$ cat config.mk
export PLATFORM = sky130hd
export DESIGN_NAME = post_norm_flat
export DESIGN_NICKNAME = d
export VERILOG_FILES = /design/src/rtl/fp_fmt_pkg.sv /design/src/rtl/post_norm_if.sv /design/src/rtl/fp_renorm_lane.sv /design/src/rtl/post_norm.sv /design/src/flat_wrapper.sv
export SDC_FILE = /design/constraint.sdc
export NUM_CORES = 2
export LEC_CHECK = 0
export BUFFER_PORTS_ARGS = -buffer_cell sky130_fd_sc_hd__buf_2
export CAP_MARGIN = 20
export CORE_AREA = 2 2 651 653
export CTS_CLUSTER_SIZE = 16
export DETAILED_ROUTE_END_ITERATION = 12
export DIE_AREA = 0 0 653 655
export GPL_TIMING_DRIVEN = 0
export RECOVER_POWER = 50
export SLEW_MARGIN = 20
export SYNTH_ARGS = -nofsm -noshare
export SYNTH_HDL_FRONTEND = slang
export SYNTH_SLANG_ARGS = --single-unit
$ cat constraint.sdc
create_clock -name clk -period 3.68 [get_ports clk]
set_input_delay 0.552 -clock clk [delete_from_list [all_inputs] [get_ports clk]]
set_output_delay 0.552 -clock clk [all_outputs]
set_load 0.02 [all_outputs]
$ cat src/rtl/fp_fmt_pkg.sv
// Shared FP8 format constants, post-normalizer FSM encoding and a small width helper.
package fp_fmt_pkg;

  localparam int unsigned EXP_WIDTH      = 4;
  localparam int unsigned MANTISSA_WIDTH = 3;
  localparam int unsigned SIGN_WIDTH     = 1;
  localparam int unsigned FP_WIDTH       = SIGN_WIDTH + EXP_WIDTH + MANTISSA_WIDTH;
  localparam int unsigned ALIGNED_WIDTH  = SIGN_WIDTH + MANTISSA_WIDTH + 1;

  typedef enum logic [1:0] {
    ST_IDLE = 2'd0,
    ST_CONV = 2'd1,
    ST_DONE = 2'd2
  } pn_state_e;

  // Counter/index width that never collapses to zero bits.
  function automatic int unsigned clog2_min1(input int unsigned v);
    return (v > 1) ? $clog2(v) : 1;
  endfunction

endpackage

$ cat src/rtl/post_norm_if.sv
// Input (aligned vector) and output (packed FP vector) handshake bundle for post_norm.
interface post_norm_if #(
  parameter int unsigned EXP_WIDTH        = fp_fmt_pkg::EXP_WIDTH,
  parameter int unsigned MANTISSA_WIDTH   = fp_fmt_pkg::MANTISSA_WIDTH,
  parameter int unsigned SIGN_WIDTH       = fp_fmt_pkg::SIGN_WIDTH,
  parameter int unsigned FP_WIDTH         = fp_fmt_pkg::FP_WIDTH,
  parameter int unsigned MACRO_DATA_WIDTH = 128
);

  localparam int unsigned AW = SIGN_WIDTH + MANTISSA_WIDTH + 1;

  logic [EXP_WIDTH-1:0]                 exp_max;
  logic [MACRO_DATA_WIDTH*AW-1:0]       mantissa_plus_aligned;
  logic                                 aligned_vld;
  logic                                 aligned_rdy;
  logic [MACRO_DATA_WIDTH*FP_WIDTH-1:0] data_out;
  logic                                 data_out_vld;
  logic                                 data_out_rdy;

  modport master (
    output exp_max, mantissa_plus_aligned, aligned_vld, data_out_rdy,
    input  aligned_rdy, data_out, data_out_vld
  );

  modport slave (
    input  exp_max, mantissa_plus_aligned, aligned_vld, data_out_rdy,
    output aligned_rdy, data_out, data_out_vld
  );

endinterface

$ cat src/rtl/fp_renorm_lane.sv
// One-element renormalizer: leading-one detect, left shift, exponent subtract, underflow.
// POST_NORM_SUBNORMAL_EN defined: underflow yields subnormals; otherwise flush to signed zero.
module fp_renorm_lane #(
  parameter int unsigned EXP_WIDTH      = fp_fmt_pkg::EXP_WIDTH,
  parameter int unsigned MANTISSA_WIDTH = fp_fmt_pkg::MANTISSA_WIDTH,
  parameter int unsigned SIGN_WIDTH     = fp_fmt_pkg::SIGN_WIDTH
) (
  input  logic [SIGN_WIDTH+MANTISSA_WIDTH:0]            aligned_elem,
  input  logic [EXP_WIDTH-1:0]                          exp_max,
  output logic [SIGN_WIDTH+EXP_WIDTH+MANTISSA_WIDTH-1:0] fp_c
);

  localparam int unsigned PW = fp_fmt_pkg::clog2_min1(MANTISSA_WIDTH + 1);
  localparam int unsigned CW = ((EXP_WIDTH > PW) ? EXP_WIDTH : PW) + 1;

  logic [SIGN_WIDTH-1:0]     sign_c;
  logic [MANTISSA_WIDTH:0]   mag_c;
  logic [PW-1:0]             lead_c;
  logic [PW-1:0]             shift_c;
  logic                      underflow_c;
  logic [MANTISSA_WIDTH:0]   norm_shifted_c;
  logic [EXP_WIDTH-1:0]      exp_c;
  logic [MANTISSA_WIDTH-1:0] mant_c;
`ifdef POST_NORM_SUBNORMAL_EN
  logic [MANTISSA_WIDTH:0]   sub_shifted_c;
`endif

  assign sign_c = aligned_elem[SIGN_WIDTH+MANTISSA_WIDTH -: SIGN_WIDTH];
  assign mag_c  = aligned_elem[MANTISSA_WIDTH:0];

  // Highest set bit of the magnitude wins.
  always_comb begin
    lead_c = '0;
    for (int i = 0; i <= int'(MANTISSA_WIDTH); i++) begin
      if (mag_c[i]) lead_c = PW'(i);
    end
  end

  assign shift_c        = PW'(MANTISSA_WIDTH) - lead_c;
  assign underflow_c    = CW'(shift_c) >= CW'(exp_max);
  assign norm_shifted_c = mag_c << shift_c;

`ifdef POST_NORM_SUBNORMAL_EN
  // With exp_max==0 the element sits one binade below the subnormal scale.
  assign sub_shifted_c = (exp_max != '0) ? (mag_c << (exp_max - EXP_WIDTH'(1)))
                                         : (mag_c >> 1);
`endif

  always_comb begin
    exp_c  = '0;
    mant_c = '0;
    if (mag_c != '0) begin
      if (!underflow_c) begin
        exp_c  = exp_max - EXP_WIDTH'(shift_c);
        mant_c = norm_shifted_c[MANTISSA_WIDTH-1:0];
      end else begin
`ifdef POST_NORM_SUBNORMAL_EN
        mant_c = sub_shifted_c[MANTISSA_WIDTH-1:0];
`else
        mant_c = '0;
`endif
      end
    end
  end

  assign fp_c = {sign_c, exp_c, mant_c};

endmodule

$ cat src/rtl/post_norm.sv
// Block-exponent to packed FP post-normalizer: captures one aligned vector, converts it
// LANES_PER_CYCLE elements per cycle, then holds the packed result until accepted.
module post_norm #(
  parameter int unsigned EXP_WIDTH        = fp_fmt_pkg::EXP_WIDTH,
  parameter int unsigned MANTISSA_WIDTH   = fp_fmt_pkg::MANTISSA_WIDTH,
  parameter int unsigned SIGN_WIDTH       = fp_fmt_pkg::SIGN_WIDTH,
  parameter int unsigned FP_WIDTH         = fp_fmt_pkg::FP_WIDTH,
  parameter int unsigned MACRO_DATA_WIDTH = 128,
  parameter int unsigned LANES_PER_CYCLE  = 32
) (
  input  logic         clk,
  input  logic         rst_n,
  post_norm_if.slave   bus
);

  localparam int unsigned AW    = SIGN_WIDTH + MANTISSA_WIDTH + 1;
  localparam int unsigned NCH   = MACRO_DATA_WIDTH / LANES_PER_CYCLE;
  localparam int unsigned CNT_W = fp_fmt_pkg::clog2_min1(NCH);
  localparam int unsigned CIW   = LANES_PER_CYCLE * AW;
  localparam int unsigned COW   = LANES_PER_CYCLE * FP_WIDTH;
  localparam int unsigned VEC_W = MACRO_DATA_WIDTH * AW;
  localparam int unsigned OUT_W = MACRO_DATA_WIDTH * FP_WIDTH;

  fp_fmt_pkg::pn_state_e state_q, state_d;
  logic [CNT_W-1:0]      cnt_q, cnt_d;
  logic [EXP_WIDTH-1:0]  exp_max_q, exp_max_d;
  logic [VEC_W-1:0]      vec_q, vec_d;
  logic [OUT_W-1:0]      data_out_q, data_out_d;
  logic                  data_out_vld_q, data_out_vld_d;
  logic                  aligned_rdy_q, aligned_rdy_d;
  logic [CIW-1:0]        chunk_in_c;
  logic [COW-1:0]        chunk_out_c;

  assign chunk_in_c = vec_q[int'(cnt_q)*CIW +: CIW];

  // One renormalizer per lane, shared across chunks.
  for (genvar l = 0; l < int'(LANES_PER_CYCLE); l++) begin : g_lane
    fp_renorm_lane #(
      .EXP_WIDTH      (EXP_WIDTH),
      .MANTISSA_WIDTH (MANTISSA_WIDTH),
      .SIGN_WIDTH     (SIGN_WIDTH)
    ) u_lane (
      .aligned_elem (chunk_in_c[l*AW +: AW]),
      .exp_max      (exp_max_q),
      .fp_c         (chunk_out_c[l*FP_WIDTH +: FP_WIDTH])
    );
  end

  // Next-state and datapath updates.
  always_comb begin
    state_d    = state_q;
    cnt_d      = cnt_q;
    exp_max_d  = exp_max_q;
    vec_d      = vec_q;
    data_out_d = data_out_q;
    case (state_q)
      fp_fmt_pkg::ST_IDLE: begin
        if (bus.aligned_vld) begin
          exp_max_d = bus.exp_max;
          vec_d     = bus.mantissa_plus_aligned;
          cnt_d     = '0;
          state_d   = fp_fmt_pkg::ST_CONV;
        end
      end
      fp_fmt_pkg::ST_CONV: begin
        data_out_d[int'(cnt_q)*COW +: COW] = chunk_out_c;
        if (cnt_q == CNT_W'(NCH - 1)) begin
          cnt_d   = '0;
          state_d = fp_fmt_pkg::ST_DONE;
        end else begin
          cnt_d = cnt_q + CNT_W'(1);
        end
      end
      fp_fmt_pkg::ST_DONE: begin
        if (bus.data_out_rdy) state_d = fp_fmt_pkg::ST_IDLE;
      end
      default: state_d = fp_fmt_pkg::ST_IDLE;
    endcase
    data_out_vld_d = (state_d == fp_fmt_pkg::ST_DONE);
    aligned_rdy_d  = (state_d == fp_fmt_pkg::ST_IDLE);
  end

  always_ff @(posedge clk or negedge rst_n) begin
    if (!rst_n) begin
      state_q        <= fp_fmt_pkg::ST_IDLE;
      cnt_q          <= '0;
      exp_max_q      <= '0;
      vec_q          <= '0;
      data_out_q     <= '0;
      data_out_vld_q <= 1'b0;
      aligned_rdy_q  <= 1'b1;
    end else begin
      state_q        <= state_d;
      cnt_q          <= cnt_d;
      exp_max_q      <= exp_max_d;
      vec_q          <= vec_d;
      data_out_q     <= data_out_d;
      data_out_vld_q <= data_out_vld_d;
      aligned_rdy_q  <= aligned_rdy_d;
    end
  end

  assign bus.aligned_rdy  = aligned_rdy_q;
  assign bus.data_out     = data_out_q;
  assign bus.data_out_vld = data_out_vld_q;

endmodule
$ cat src/flat_wrapper.sv
// flat-port wrapper written by rule: the top's interface ports become plain ports
module post_norm_flat 
#(
  parameter int unsigned EXP_WIDTH        = fp_fmt_pkg::EXP_WIDTH,
  parameter int unsigned MANTISSA_WIDTH   = fp_fmt_pkg::MANTISSA_WIDTH,
  parameter int unsigned SIGN_WIDTH       = fp_fmt_pkg::SIGN_WIDTH,
  parameter int unsigned FP_WIDTH         = fp_fmt_pkg::FP_WIDTH,
  parameter int unsigned MACRO_DATA_WIDTH = 128,
  parameter int unsigned LANES_PER_CYCLE  = 32
)
  (clk, rst_n, bus_exp_max, bus_mantissa_plus_aligned, bus_aligned_vld, bus_data_out_rdy, bus_aligned_rdy, bus_data_out, bus_data_out_vld);
  post_norm_if #(.EXP_WIDTH(EXP_WIDTH), .MANTISSA_WIDTH(MANTISSA_WIDTH), .SIGN_WIDTH(SIGN_WIDTH), .FP_WIDTH(FP_WIDTH), .MACRO_DATA_WIDTH(MACRO_DATA_WIDTH)) bus_i ();
  input  logic clk;
  input  logic rst_n;
  input wire logic [$bits(bus_i.exp_max)-1:0] bus_exp_max;
  input wire logic [$bits(bus_i.mantissa_plus_aligned)-1:0] bus_mantissa_plus_aligned;
  input wire logic [$bits(bus_i.aligned_vld)-1:0] bus_aligned_vld;
  input wire logic [$bits(bus_i.data_out_rdy)-1:0] bus_data_out_rdy;
  output wire logic [$bits(bus_i.aligned_rdy)-1:0] bus_aligned_rdy;
  output wire logic [$bits(bus_i.data_out)-1:0] bus_data_out;
  output wire logic [$bits(bus_i.data_out_vld)-1:0] bus_data_out_vld;
  assign bus_i.exp_max = bus_exp_max;
  assign bus_i.mantissa_plus_aligned = bus_mantissa_plus_aligned;
  assign bus_i.aligned_vld = bus_aligned_vld;
  assign bus_i.data_out_rdy = bus_data_out_rdy;
  assign bus_aligned_rdy = bus_i.aligned_rdy;
  assign bus_data_out = bus_i.data_out;
  assign bus_data_out_vld = bus_i.data_out_vld;
  post_norm #(.EXP_WIDTH(EXP_WIDTH), .MANTISSA_WIDTH(MANTISSA_WIDTH), .SIGN_WIDTH(SIGN_WIDTH), .FP_WIDTH(FP_WIDTH), .MACRO_DATA_WIDTH(MACRO_DATA_WIDTH), .LANES_PER_CYCLE(LANES_PER_CYCLE)) u_core (.clk(clk), .rst_n(rst_n), .bus(bus_i));
endmodule
Word-level counts from Yosys, hierarchy flattened
Index checks and enable logic that the tools add are counted.
Word-level totals
  output and inout port bits: 1026
  word-level logic and storage cells: 415
  input port bits: 648
  bits in registers: 1674
Cells by class
  muxes and demuxes: 232
  shift-type cells: 35
  multiply operators: 1
  reduce and logical (&&, ||, !) cells: 37
  magnitude comparators: 32
  equality and inequality tests: 5
  $add $sub $neg: 66
Operator list (number)
  $bwmux W1024: 1
  $shift A256 B34 Y1024 const A: 1
  $shiftx A256 B34 Y1024: 1
  $shiftx A640 B11 Y160: 1
  $mux W4: 64
  $mux W3: 64
  $mux W2: 69
  $ge A2 B4 Y1: 32
  $reduce_bool A4 Y1: 32
  $shl A4 B2 Y3: 32
  $sub A4 B2 Y4: 32
  $sub A2 B2 Y2 const A: 32
  $neg A10 Y34: 1
  $mux W1: 32
  $eq A2 B2 Y1 const B: 3
  $pmux W2 S3: 1
  $mul A2 B3 Y5 const B: 1
  $logic_not A2 Y1: 2
  $pmux W2 S2: 1
  $reduce_and A2 Y1: 2
  $add A2 B1 Y2 const B: 1
  $eq A2 B1 Y1 const B: 1
  $ne A2 B2 Y1 const B: 1
  $reduce_bool A2 Y1: 1

Longest topological paths before layout
  word-level depth: 11
  mapped depth: 14
  gate-level depth less buffers: 10

Cells and area by module
A second synthesis with hierarchy kept.
Second synthesis, totals
  cell total of the unflattened synthesis: 6722
  area, all modules: 80880.1 um^2
Modules (own cells, without submodules)
  post_norm: cells each 5762, sequential area each 41891.4 um^2, area each 74554.0 um^2, times used 1
  fp_renorm_lane: cells each 30, sequential area each 0.0 um^2, area each 197.7 um^2, times used 32

Least setup slack after synthesis
OpenSTA, ideal clock, no wires.
  path type: reg-to-reg
  start: register u_core.exp_max_q[1]
  end: register u_core.data_out_q[1014] (netlist: u_core.bus.data_out[1014])
  arrival: 3.768 ns
  setup time: 0.068 ns
  stages on the path, launching flop included: 7
  slack: -0.156 ns
  data required time: 3.612 ns
  period minus slack after synthesis: 3.836 ns
  path buffers: 0
  cell sequence: dfrtp_1 -> inv_1 -> fa_1 -> a21oi_1 -> nor2_1 -> nor2_1 -> a32o_1
Between the ends
  cells in the longest elaborated chain, start to end: 5
  elaborated cells between the ends (all ways): 194
  those cells by class: add/sub: 32; order compare: 32; shift: 1; mux: 129
RTL lines
  start: declaration: line post_norm.sv:26  | logic [EXP_WIDTH-1:0] exp_max_q, exp_max_d;
  start signal: assignment: line post_norm.sv:95  | exp_max_q <= exp_max_d;
  $sub A4 B2 Y4 / $ge A2 B4 Y1 (equally long branches): line fp_renorm_lane.sv:54, fp_renorm_lane.sv:40
  $mux W4 / $mux W3 (equally long branches): line fp_renorm_lane.sv:53  | if (!underflow_c) begin
  $mux W4 / $mux W3 (equally long branches): line fp_renorm_lane.sv:52  | if (mag_c != '0) begin
  $shiftx A256 B34 Y1024 (*): line post_norm.sv:66  | data_out_d[int'(cnt_q)*COW +: COW] = chunk_out_c;
  $bwmux W1024 (*): line post_norm.sv:66
  end signal: assignment: line post_norm.sv:97  | data_out_q <= data_out_d;
  end: declaration: line post_norm.sv:28  | logic [OUT_W-1:0] data_out_q, data_out_d;
Mark *: on every way between the ends. The rest lies on a longest branch, timed or not.
A chain may end at the register's enable or synchronous reset.

Worst setup path in the final report
  start: register u_core.cnt_q[0]
  end: register u_core.data_out_q[230] (netlist: u_core.bus.data_out[230])
Between the ends
  cells in the longest elaborated chain, start to end: 11
  elaborated cells between the ends (all ways): 390
  those cells by class: add/sub: 65; mul: 1; order compare: 32; shift: 35; mux: 225; reduce/logical: 32
RTL lines
  start: declaration: line post_norm.sv:25  | logic [CNT_W-1:0] cnt_q, cnt_d;
  start signal: assignment: line post_norm.sv:94  | cnt_q <= cnt_d;
  $mul A2 B3 Y5: line post_norm.sv:34  | assign chunk_in_c = vec_q[int'(cnt_q)*CIW +: CIW];
  $shiftx A640 B11 Y160: line post_norm.sv:34
  $mux W1: line fp_renorm_lane.sv:35  | if (mag_c[i]) lead_c = PW'(i);
  $mux W2 (2 in series): line fp_renorm_lane.sv:35
  $sub A2 B2 Y2: line fp_renorm_lane.sv:39  | assign shift_c = PW'(MANTISSA_WIDTH) - lead_c;
  $sub A4 B2 Y4, or another cell as far along: line fp_renorm_lane.sv:54  | exp_c = exp_max - EXP_WIDTH'(shift_c);
  $mux W4 / $mux W3 (equally long branches): line fp_renorm_lane.sv:53
  $mux W4 / $mux W3 (equally long branches): line fp_renorm_lane.sv:52
  $shiftx A256 B34 Y1024: line post_norm.sv:66
  $bwmux W1024 (*): line post_norm.sv:66
Marked as above.

==> impl_results.md <==
- Status: complete, but fails checks
- Failing checks: capacitance limit, slew limit
- Max stage delay on crit path: 400 ps
- Initial antenna violation count: 239
- Share of layout cells above drive strength 1: between 30% and 40%
- Placeable core area: 421,600 um2
- Startpoint types: flop
- Ys flop type: dfrtp_1
- Syn Nets: a little under 6,000
- First-pass GRT wire length: between 600 and 700 mm
- Most common cell in the netlist: dfrtp_1
- CP endpoint kind: flop
- Top cell type by total area after synthesis: dfrtp_1
- Global-route track usage on met1: around 29%
- Setup violators final: 0
- GRT Total Usage: around a quarter
- Hold Path Class: in -> async
- RePlAce Congestion: between 0.9 and 1
- Comb pwr share: a little under three fifths
- Total CTS buffers: roughly 200
- DIE AREA: 427,700 um2
- Die width: 653 um
- Initial core utilization: between 15 and 20%
- Commonest cells post-synth: dfrtp_1 (1,673), mux2_2 (643), nand2_1 (599)
- CTS Buffer Depth: 4
- Avg Vias per Cell: 4.554
- Clk sinks: roughly 1,700
- Largest net degree at the start of global routing: between 100 and 150
- Clk slew on worst S/H paths: 60 ps
- Detailed-router iteration count before antenna repair: 5
- Hold Fails Final Rpt: 0
- Tot Pwr: ~120 mW
- Net Sw Power: approximately 64 mW
- Critical Path, Cell by Cell: buf_8 -> buf_12 -> buf_16 -> buf_16 -> buf_16 -> inv_1 -> ha_2 -> nor4bb_4 -> nand2_2 -> buf_12 -> clkbuf_4 -> buf_12 -> nor2_1 -> a32o_1
- Crit Path Max Fanout: 10
- Synth top area share: 60.18%
- Int Pwr: between 60 and 70 mW
- Critical path arrival: between 4000 and 5000 ps
- Global routing usage on met3: 7.943%
- CP max stage cell: dfrtp_1
- Pre-CTS setup slack: -3915 ps
- # DRC: 0
- Slew Viols, Final: between 150 and 200
- Post-synthesis register bit count: about 1,700
- Fmax achieved: 273.6 MHz
- RSZ-0062 raised after global routing: true
- CP required: 4500 ps
- Syn avg cell area: about 13 um2
- Grt peak-use layer: met2
- Clock network fraction of total power: around 17%
- Max-Slew Margin vs Limit: -108.9%
- 1st-iter DRT viols: 7,333
- Maxcap violations: 2
- Clock skew: 51.27 ps
- Family with the most delay on the worst path: buffers and inverters
- Async S/R FF share, synth: 100.0%
- Sw frac: approximately half
- ANT nets after route: 0
- Vias in the first global route: 60,540
- Area Growth Syn to Fin: 48.07%
- Leakage power: around 44 nW
- Site Rows: roughly 240
- Avg WL per Cell: a little under 40 um
- Height of the die: ~660 um
- DR vias: roughly 63,000
- Io pins: approximately 1,700
- Worst skew pair latency: about 940 ps
- Post-Synthesis Cells: 5,193
- Clock Root Buffer: clkbuf_16
- Met2 usage: between 30% and 40%
- Final min period: ~3700 ps
- Post-Route Setup TNS: 0 ps
- PnR worst setup slack: roughly 26 ps
- WL final: between 500 and 600 mm
- Tightest Pin Transition: 3134 ps
- Maximum vdd drop: between 0.7 and 0.8 mV
- Post-synthesis sequential area ratio: about 60%
- Part of the power in registers: 25.9%
- Final period util: 99.30%
- Mapped cell area: ~70,000 um2
- Pwr dens: between 1000 and 1500 nW/um2
- Remaining global-route overflow: 0
- Nets: about 8,700
- CTS tree: built
- Post-synth EDFFs: 0
- Setup CP Type: reg -> reg
- Main area contributors after synthesis: dfrtp_1 (60%), mux2_2 (10%), a22o_1 (5.7%)
- Synth warn: 0
- Synth unique cells: 49
- DP Wirelength: 437.7 mm
- IO buf count: about 1,700
- Htree depth: 4
- Critical path buffer and inverter count: 9
-- cell type report --
type / count / area (um2)
repair buffers: 2570 / 18000
diodes: 127 / 317.8
clock buffers: 268 / 5600
flip-flops and latches: 1674 / 41900
fillers: 44810 / 318600
inverters: 71 / 271.5
well taps: 5543 / 6935
clock inverters: 86 / 1107
plain buffers: 337 / 2313
multi-input cells: 3107 / 26570
-- registers in the layout (all words and copies together), names as in the netlist --
name	flops
u_core.bus.aligned_rdy	1
u_core.bus.data_out	1024
u_core.bus.data_out_vld	1
u_core.cnt_q	2
u_core.exp_max_q	4
u_core.state_q	2
u_core.vec_q	640
-- path summary, 6_finish.rpt --
| path | startpoint | endpoint | slack [ps] | cells past startpoint |
|---|---|---|---|---|
| setup / recovery | u_core.cnt_q[0]$_DFFE_PN0P_ | u_core.bus.data_out[230]$_DFFE_PN0P_ | 30 | 14 |
| hold reg to reg | u_core.bus.data_out[264]$_DFFE_PN0P_ | u_core.bus.data_out[264]$_DFFE_PN0P_ | 480 | 2 |
| setup reg to reg | u_core.cnt_q[0]$_DFFE_PN0P_ | u_core.bus.data_out[230]$_DFFE_PN0P_ | 30 | 14 |
| min in group clk | bus_mantissa_plus_aligned[251] | u_core.vec_q[251]$_DFFE_PN0P_ | 380 | 3 |
| hold / removal | rst_n | u_core.vec_q[396]$_DFFE_PN0P_ | 120 | 5 |
| max in group asynchronous | rst_n | u_core.bus.data_out[765]$_DFFE_PN0P_ | 410 | 10 |
-- cell families (layout without fill, tap and decap cells) --
kind of cell	Yosys count	after routing	share of synthesized area [%]
adders and majority gates	102	102	2.180
xor gates and xnor gates	32	32	0.4029
AOI/OAI and AO/OA	1237	1238	13.06
muxes	807	807	15.65
and+or+nand+nor	928	928	6.063
other	0	127	0
buffers and inverters	413	3332	2.437
DFF	1674	1674	60.22
-- per-stage QoR --
stage / std cells / hold slack (ps) / instance area, um2 / utilization (%)
4_1_cts: 13620 / 0.5069 / 103300 / 24.51
3_3_place_gp: 12410 / 455.9 / 84880 / 20.13
2_1_floorplan: 5193 / 256.4 / 69570 / -
3_5_place_dp: 12540 / 459.9 / 88300 / 20.94
5_1_grt: 13720 / 129.4 / 102800 / 24.39
6_report: 13780 / 121.6 / 103000 / 24.43
-- metal layers --
metal	routed length, um	up-vias
li1	-	24870
met1	207400	32620
met2	252800	4081
met3	52490	1098
met4	29850	94
met5	741	-
-- placed cells by master (no fill, tap or decap), drive strengths merged, types with 32 or more instances in the layout --
cell / count
o22ai: 32
nand2: 599
clkinv: 39
mux4: 160
inv: 87
nor2b: 63
a211oi: 32
dfrtp: 1673
ha: 70
diode: 127
a21oi: 62
buf: 996
a32o: 168
o21ai: 399
or2: 33
o31ai: 56
nor2: 132
fa: 32
clkbuf: 1527
mux2: 643
a22o: 453
dlygate4sd3: 651
-- worst min-delay path: stages --
cell and delay, ps:
buf_12 70, clkbuf_1 170, buf_12 130, buf_12 160
buf_16 340
-- power groups by stage --
stage	Clock, mW	Sequential (mW)	Combinational [mW]
after CTS	21.3	31.9	71.5
after floorplan	0	35.0	26.1
after detailed placement	0	32.1	67.9
final	21.0	32.3	71.1
after global routing	22.0	32.9	74.1
after global placement	0	32.4	64.1
-- what timing repair did --
item,4_1_cts,5_1_grt
gates resized for setup,204,53
endpoints found under the setup margin,1026,521
setup buffers,70,38
pin swaps,12,9
gates cloned,0,2
hold buffers,656,0
hold endpoints to repair,717,0
Note: power is estimated with default switching activity, not from simulation.
